===== src/rtl/reg_bus_master.sv =====
// Lab register bus initiator: turns one local read/write burst command into a full
// WR_ADDR/WR_DATA/WR_BACK or RD_ADDR/RD_DATA transaction and reports a merged response.
module reg_bus_master #(
  parameter int unsigned ID_WIDTH        = 4,
  parameter logic [3:0]  WR_STRB_DEFAULT = 4'hF
) (
  input  logic                clk,
  input  logic                rstn,
  output logic                M_CLK,
  output logic                M_RSTN,
  // Local command / data side
  input  logic                cmd_valid,
  output logic                cmd_ready,
  input  logic                cmd_write,
  input  logic [ID_WIDTH-1:0] cmd_id,
  input  logic [31:0]         cmd_addr,
  input  logic [7:0]          cmd_len,
  input  logic [1:0]          cmd_burst,
  input  logic [31:0]         wdata_in,
  input  logic                wdata_in_valid,
  output logic                wdata_in_ready,
  output logic [31:0]         rdata_out,
  output logic                rdata_out_last,
  output logic                rdata_out_valid,
  input  logic                rdata_out_ready,
  output logic                done_valid,
  output logic [1:0]          done_resp,
  // Write address channel
  output logic [ID_WIDTH-1:0] M_WR_ADDR_ID,
  output logic [31:0]         M_WR_ADDR,
  output logic [7:0]          M_WR_ADDR_LEN,
  output logic [1:0]          M_WR_ADDR_BURST,
  output logic                M_WR_ADDR_VALID,
  input  logic                M_WR_ADDR_READY,
  // Write data channel
  output logic [31:0]         M_WR_DATA,
  output logic [3:0]          M_WR_STRB,
  output logic                M_WR_DATA_LAST,
  output logic                M_WR_DATA_VALID,
  input  logic                M_WR_DATA_READY,
  // Write response channel
  input  logic [ID_WIDTH-1:0] M_WR_BACK_ID,
  input  logic [1:0]          M_WR_BACK_RESP,
  input  logic                M_WR_BACK_VALID,
  output logic                M_WR_BACK_READY,
  // Read address channel
  output logic [ID_WIDTH-1:0] M_RD_ADDR_ID,
  output logic [31:0]         M_RD_ADDR,
  output logic [7:0]          M_RD_ADDR_LEN,
  output logic [1:0]          M_RD_ADDR_BURST,
  output logic                M_RD_ADDR_VALID,
  input  logic                M_RD_ADDR_READY,
  // Read data channel
  input  logic [ID_WIDTH-1:0] M_RD_BACK_ID,
  input  logic [31:0]         M_RD_DATA,
  input  logic [1:0]          M_RD_DATA_RESP,
  input  logic                M_RD_DATA_LAST,
  input  logic                M_RD_DATA_VALID,
  output logic                M_RD_DATA_READY
);

  typedef enum logic [2:0] {
    StIdle, StWrAddr, StWrData, StWrResp, StRdAddr, StRdData, StDone
  } state_e;

  state_e              state_q;
  logic [ID_WIDTH-1:0] id_q;
  logic [31:0]         addr_q;
  logic [7:0]          len_q;
  logic [1:0]          burst_q;
  logic [8:0]          beat_cnt_q;
  logic [1:0]          resp_acc_q;
  logic                wr_addr_valid_q;
  logic                rd_addr_valid_q;
  logic                done_valid_q;
  logic [1:0]          done_resp_q;

  logic       in_wr_data, in_rd_data, last_beat, wr_hs, rd_hs, rd_err;
  logic [1:0] wr_resp_nxt, rd_resp_nxt;

  function automatic logic [1:0] resp_max(input logic [1:0] a, input logic [1:0] b);
    return (a > b) ? a : b;
  endfunction

  assign in_wr_data = (state_q == StWrData);
  assign in_rd_data = (state_q == StRdData);
  assign last_beat  = (beat_cnt_q == {1'b0, len_q});
  assign wr_hs      = in_wr_data & wdata_in_valid & M_WR_DATA_READY;
  assign rd_hs      = in_rd_data & M_RD_DATA_VALID & rdata_out_ready;

  // A slave LAST that disagrees with the expected final beat is a protocol error either way.
  assign rd_err      = (M_RD_BACK_ID != id_q) | (last_beat != M_RD_DATA_LAST);
  assign rd_resp_nxt = resp_max(resp_max(resp_acc_q, M_RD_DATA_RESP), rd_err ? 2'b10 : 2'b00);
  assign wr_resp_nxt = resp_max(resp_max(resp_acc_q, M_WR_BACK_RESP),
                                (M_WR_BACK_ID != id_q) ? 2'b10 : 2'b00);

  always_ff @(posedge clk or negedge rstn) begin
    if (!rstn) begin
      state_q         <= StIdle;
      id_q            <= '0;
      addr_q          <= '0;
      len_q           <= '0;
      burst_q         <= '0;
      beat_cnt_q      <= '0;
      resp_acc_q      <= '0;
      wr_addr_valid_q <= 1'b0;
      rd_addr_valid_q <= 1'b0;
      done_valid_q    <= 1'b0;
      done_resp_q     <= '0;
    end else begin
      done_valid_q <= 1'b0;
      done_resp_q  <= '0;
      unique case (state_q)
        StIdle: begin
          if (cmd_valid) begin
            id_q       <= cmd_id;
            addr_q     <= cmd_addr;
            len_q      <= cmd_len;
            burst_q    <= cmd_burst;
            beat_cnt_q <= '0;
            resp_acc_q <= '0;
            if (cmd_write) begin
              state_q         <= StWrAddr;
              wr_addr_valid_q <= 1'b1;
            end else begin
              state_q         <= StRdAddr;
              rd_addr_valid_q <= 1'b1;
            end
          end
        end
        StWrAddr: begin
          if (M_WR_ADDR_READY) begin
            wr_addr_valid_q <= 1'b0;
            state_q         <= StWrData;
          end
        end
        StWrData: begin
          if (wr_hs) begin
            beat_cnt_q <= beat_cnt_q + 9'd1;
            if (last_beat) state_q <= StWrResp;
          end
        end
        StWrResp: begin
          if (M_WR_BACK_VALID) begin
            resp_acc_q   <= wr_resp_nxt;
            done_valid_q <= 1'b1;
            done_resp_q  <= wr_resp_nxt;
            state_q      <= StDone;
          end
        end
        StRdAddr: begin
          if (M_RD_ADDR_READY) begin
            rd_addr_valid_q <= 1'b0;
            state_q         <= StRdData;
          end
        end
        StRdData: begin
          if (rd_hs) begin
            resp_acc_q <= rd_resp_nxt;
            beat_cnt_q <= beat_cnt_q + 9'd1;
            if (M_RD_DATA_LAST) begin
              done_valid_q <= 1'b1;
              done_resp_q  <= rd_resp_nxt;
              state_q      <= StDone;
            end
          end
        end
        StDone:  state_q <= StIdle;
        default: state_q <= StIdle;
      endcase
    end
  end

  assign M_CLK  = clk;
  assign M_RSTN = rstn;

  assign cmd_ready  = (state_q == StIdle);
  assign done_valid = done_valid_q;
  assign done_resp  = done_resp_q;

  assign M_WR_ADDR_ID    = id_q;
  assign M_WR_ADDR       = addr_q;
  assign M_WR_ADDR_LEN   = len_q;
  assign M_WR_ADDR_BURST = burst_q;
  assign M_WR_ADDR_VALID = wr_addr_valid_q;

  assign M_WR_DATA       = wdata_in;
  assign M_WR_STRB       = WR_STRB_DEFAULT;
  assign M_WR_DATA_LAST  = in_wr_data & last_beat;
  assign M_WR_DATA_VALID = in_wr_data & wdata_in_valid;
  assign wdata_in_ready  = in_wr_data & M_WR_DATA_READY;
  assign M_WR_BACK_READY = (state_q == StWrResp);

  assign M_RD_ADDR_ID    = id_q;
  assign M_RD_ADDR       = addr_q;
  assign M_RD_ADDR_LEN   = len_q;
  assign M_RD_ADDR_BURST = burst_q;
  assign M_RD_ADDR_VALID = rd_addr_valid_q;

  assign rdata_out       = M_RD_DATA;
  assign rdata_out_valid = in_rd_data & M_RD_DATA_VALID;
  assign rdata_out_last  = in_rd_data & M_RD_DATA_LAST;
  assign M_RD_DATA_READY = in_rd_data & rdata_out_ready;

endmodule

===== config.mk =====
export PLATFORM = sky130hd
export DESIGN_NAME = reg_bus_master
export DESIGN_NICKNAME = d
export VERILOG_FILES = /design/src/rtl/reg_bus_master.sv
export SDC_FILE = /design/constraint.sdc
export NUM_CORES = 1
export LEC_CHECK = 0
export CAP_MARGIN = 0
export CORE_ASPECT_RATIO = 0.5
export CORE_MARGIN = 2
export CORE_UTILIZATION = 38
export CTS_CLUSTER_SIZE = 20
export DETAILED_ROUTE_END_ITERATION = 6
export PLACE_DENSITY = 0.95
export SYNTH_ARGS = -nofsm -noshare
export SYNTH_HDL_FRONTEND = slang
export SYNTH_SLANG_ARGS = --single-unit

===== constraint.sdc =====
create_clock -name clk -period 3 [get_ports clk]
set_input_delay 0.75 -clock clk [delete_from_list [all_inputs] [get_ports clk]]
set_output_delay 0.75 -clock clk [all_outputs]
set_load 0.02 [all_outputs]

==> metrics.md <==
| Metric | Value |
|---|---|
| Status | `finished, final reports clean` |
| Core area | `10,880 um2` |
| Leakage | `2.658 nW` |
| Row cnt | `27` |
| Vias in the first global route | `3,504` |
| Hold path endpoint | `M_RD_ADDR[8]` |
| Main synth FF type | `dfrtp_1` |
| Worst hold slack | `0.5085 ns` |
| Crit path buf inv count | `1` |
| Die Wd | `152.6 um` |
| Post-synth ARST share | `100.0%` |
| Register area share after synthesis | `38.78%` |
| WP data required | `2.25 ns` |
| Crit Path Class | `flip-flop to output port` |
| WHS Path Cells | `2` |
| Antenna Nets Post-Route | `0` |
| Skew-Pair Late Insertion Delay | `0.44 ns` |
| Tightest Pin Transition | `0.8477 ns` |
| Aggregate global-route resource usage | `20.21%` |
| Largest delay share family, worst path | `simple AND/OR/NAND/NOR gates` |
| Dpl hpwl | `9334 um` |
| Top-Level Pins | `309` |
| Die Y | `78.29 um` |
| Final Hold Vio Count | `0` |
| CP peak stage delay | `0.61 ns` |
| Final Cycle Share | `96.06%` |
| Drt total wl | `12,130 um` |
| Yosys cell types | `50` |
| Initial Util | `38.56%` |
| DR vias/cell | `4.891` |
| Slew HR | `43.49%` |
| First-pass GRT wire length | `18,820 um` |
| DRC Markers | `0` |
| Reg2reg path depth | `8` |
| Worst endpoint data arrival time | `2.13 ns` |
| Layout cells sized above 1 | `6.643%` |
| Placed cell count | `699` |
| Layout area overhead | `35.14%` |
| Setup violators final | `0` |
| Largest net degree at the start of global routing | `66` |
| Initial antenna violation count | `0` |
| N_diodes | `0` |
| Hold Path Origin | `M_RD_ADDR[8]` |
| Setup total negative slack | `0 ns` |
| GRT Residual Overflow | `0` |
| CTS tree | `built` |
| Critical Path Start Type | `flip-flop` |
| Fin. max-slew vios | `0` |
| Cell Area, Synth | `4194 um2` |
| Via count | `3,507` |
| Kind of end point of the critical path | `output port` |
| Post-synth EDFFs | `0` |
| Register-to-Register Setup Slack | `0.76 ns` |
| Unrepaired setup endpoints after global routing | `no` |
| Syn_area_per_cell | `8.439 um2` |
| Critical path's slowest cell | `clkdlybuf4s50_1` |
| Routability cong. | `0.9047` |
| Synth Instances | `497` |
| Hold Crit Class | `flip-flop to flip-flop` |
| Minimum clock period | `2.882 ns` |
| Fmax | `347.0 MHz` |
| Slack of the critical path | `0.1181 ns` |
| Clock skew | `0.005667 ns` |
| Non-Filler Instances | `717` |
| Synth Register Bits | `65` |
| DIE AREA | `11,940 um2` |
| Layout Nets | `713` |
| Clock transition at the registers of the reported paths | `0.05 ns` |
| DRT Pass-1 Iters | `5` |
| Pwr Density | `1102 nW/um2` |
| Setup Buffers After CTS | `0` |
| Yosys warnings | `0` |
| Hold buffer count at cts | `0` |
| Routed length per instance | `16.92 um` |
| Worst-path cell chain | `and3b_1, and2_1, clkdlybuf4s50_1` |
| Setup WS pre-CTS | `0.1244 ns` |
| Iteration-0 DRC Markers | `249` |
| Max IR drop VDD | `481.8 uV` |
| Reg2reg end | `done_resp[0]` |
| Port Buffer Count | `176` |
| Max-cap viol count | `0` |
| Reg2reg start | `M_RD_ADDR_ID[3]` |
| Crit Path Max Fanout | `9` |
-- power breakdown --
| group | leakage (nW) | switching (mW) | internal (mW) |
|---|---|---|---|
| sequential | 0.824 | 0.429 | 1.23 |
| clock | 0.195 | 0.398 | 0.926 |
| combinational | 1.64 | 1.76 | 1.51 |
-- sequential cells by signal (all words and copies together), names as in the netlist --
name             cells
state_q              3
M_RD_ADDR_ID         4
resp_acc_q           2
M_RD_ADDR_BURST      2
done_valid           1
M_WR_ADDR_VALID      1
M_RD_ADDR_LEN        8
M_RD_ADDR           32
beat_cnt_q           9
M_RD_ADDR_VALID      1
done_resp            2
-- cell type report --
class	instances	area, um2
tap	145	181.4
multi-input combinational	290	1589
timing repair buffer	186	1831
fill	957	5210
inverter	12	45.04
clock inverter	3	65.06
sequential	65	1627
clock buffer	16	330.3
-- tightest hold or removal path: stages, from the launching register on --
cell	delay, ns
dfrtp_1	0.36
nand2_1	0.06
nand2_1	0.06
-- cell usage after synthesis, types with 2 or more instances --
cell type	number	share of area [%]
a31oi_1	3	0.45
and2_1	6	0.90
or3_1	3	0.45
dfrtp_1	65	39
a22o_1	2	0.42
a21o_1	3	0.54
o22ai_1	3	0.45
o21ai_0	9	1.1
nand4_1	2	0.30
buf_2	12	1.4
nand3b_1	3	0.54
o211ai_1	2	0.36
nand3_1	11	1.3
nand2b_1	4	0.60
nor4_1	3	0.45
or2_2	3	0.45
nor2_1	12	1.1
a2111oi_0	2	0.42
nor3_1	2	0.24
a32o_1	3	0.72
clkbuf_1	4	0.36
inv_1	12	1.1
mux2i_1	5	1.2
xor2_1	14	2.9
a211oi_2	2	0.60
nand2_1	156	14
ha_1	11	3.3
xnor2_1	2	0.42
buf_4	117	21
-- worst max-delay path by stage --
stage | start | slack (ns) | end | cells after the start
final | state_q[1] | 0.12 | rdata_out_last | 3
after global routing | state_q[1] | 0.007 | rdata_out_last | 3
after global placement | M_RD_BACK_ID[3] | 0.21 | done_resp[0] | 9
after detailed placement | M_RD_BACK_ID[3] | 0.12 | done_resp[0] | 9
after CTS | state_q[2] | 0.11 | M_WR_BACK_READY | 4
after floorplan | clk | 0.62 | M_CLK | 1
-- cells in the final DEF, fill, tap and decap left out, types with 2 or more instances in the layout --
cell,n
a211oi_2,2
a31oi_1,3
clkdlybuf4s50_1,172
nor3_1,2
nand2_1,156
or2_2,3
nor4_1,3
o22ai_1,3
nand4_1,2
and2_1,6
inv_1,12
o21ai_0,9
a21o_1,3
a32o_1,3
ha_1,11
nand3b_1,3
conb_1,4
bufinv_16,2
xnor2_1,2
or3_1,3
a2111oi_0,2
mux2i_1,5
a22o_1,2
nand3_1,11
clkbuf_16,12
dlygate4sd2_1,2
xor2_1,14
buf_4,11
clkbuf_1,2
dfrtp_1,65
o211ai_1,2
nor2_1,12
nand2b_1,4
-- cell families after synthesis --
family	Yosys count	share of synthesized area, %
simple gates	214	22.29
buf+inv	145	23.81
flops	65	38.78
compound gates	40	7.220
xor+xnor	16	3.341
fa+ha+maj	11	3.282
mux	5	1.193
other cells	1	0.08941
-- stage by stage --
step	util [%]	total power, mW	area, um2
floorplan	-	3.755	4205
global placement	48.55	4.845	5281
detailed placement	48.55	4.957	5281
CTS	52.08	6.270	5665
global route	52.10	6.583	5668
finish	52.10	6.244	5668
-- layer usage --
layer | wire length, um | GRT usage, % | vias to the layer above
met5 | 0 | 0 | -
met4 | 287 | 7.870 | 0
met3 | 840 | 8.227 | 39
met2 | 6268 | 35.02 | 151
met1 | 4733 | 22.52 | 1690
li1 | - | - | 1627
-- timing repair --
item	CTS	global route
setup endpoints to repair	2	1
gates cloned	0	0
resized for setup	2	1
(Power assumes the default switching activity.)
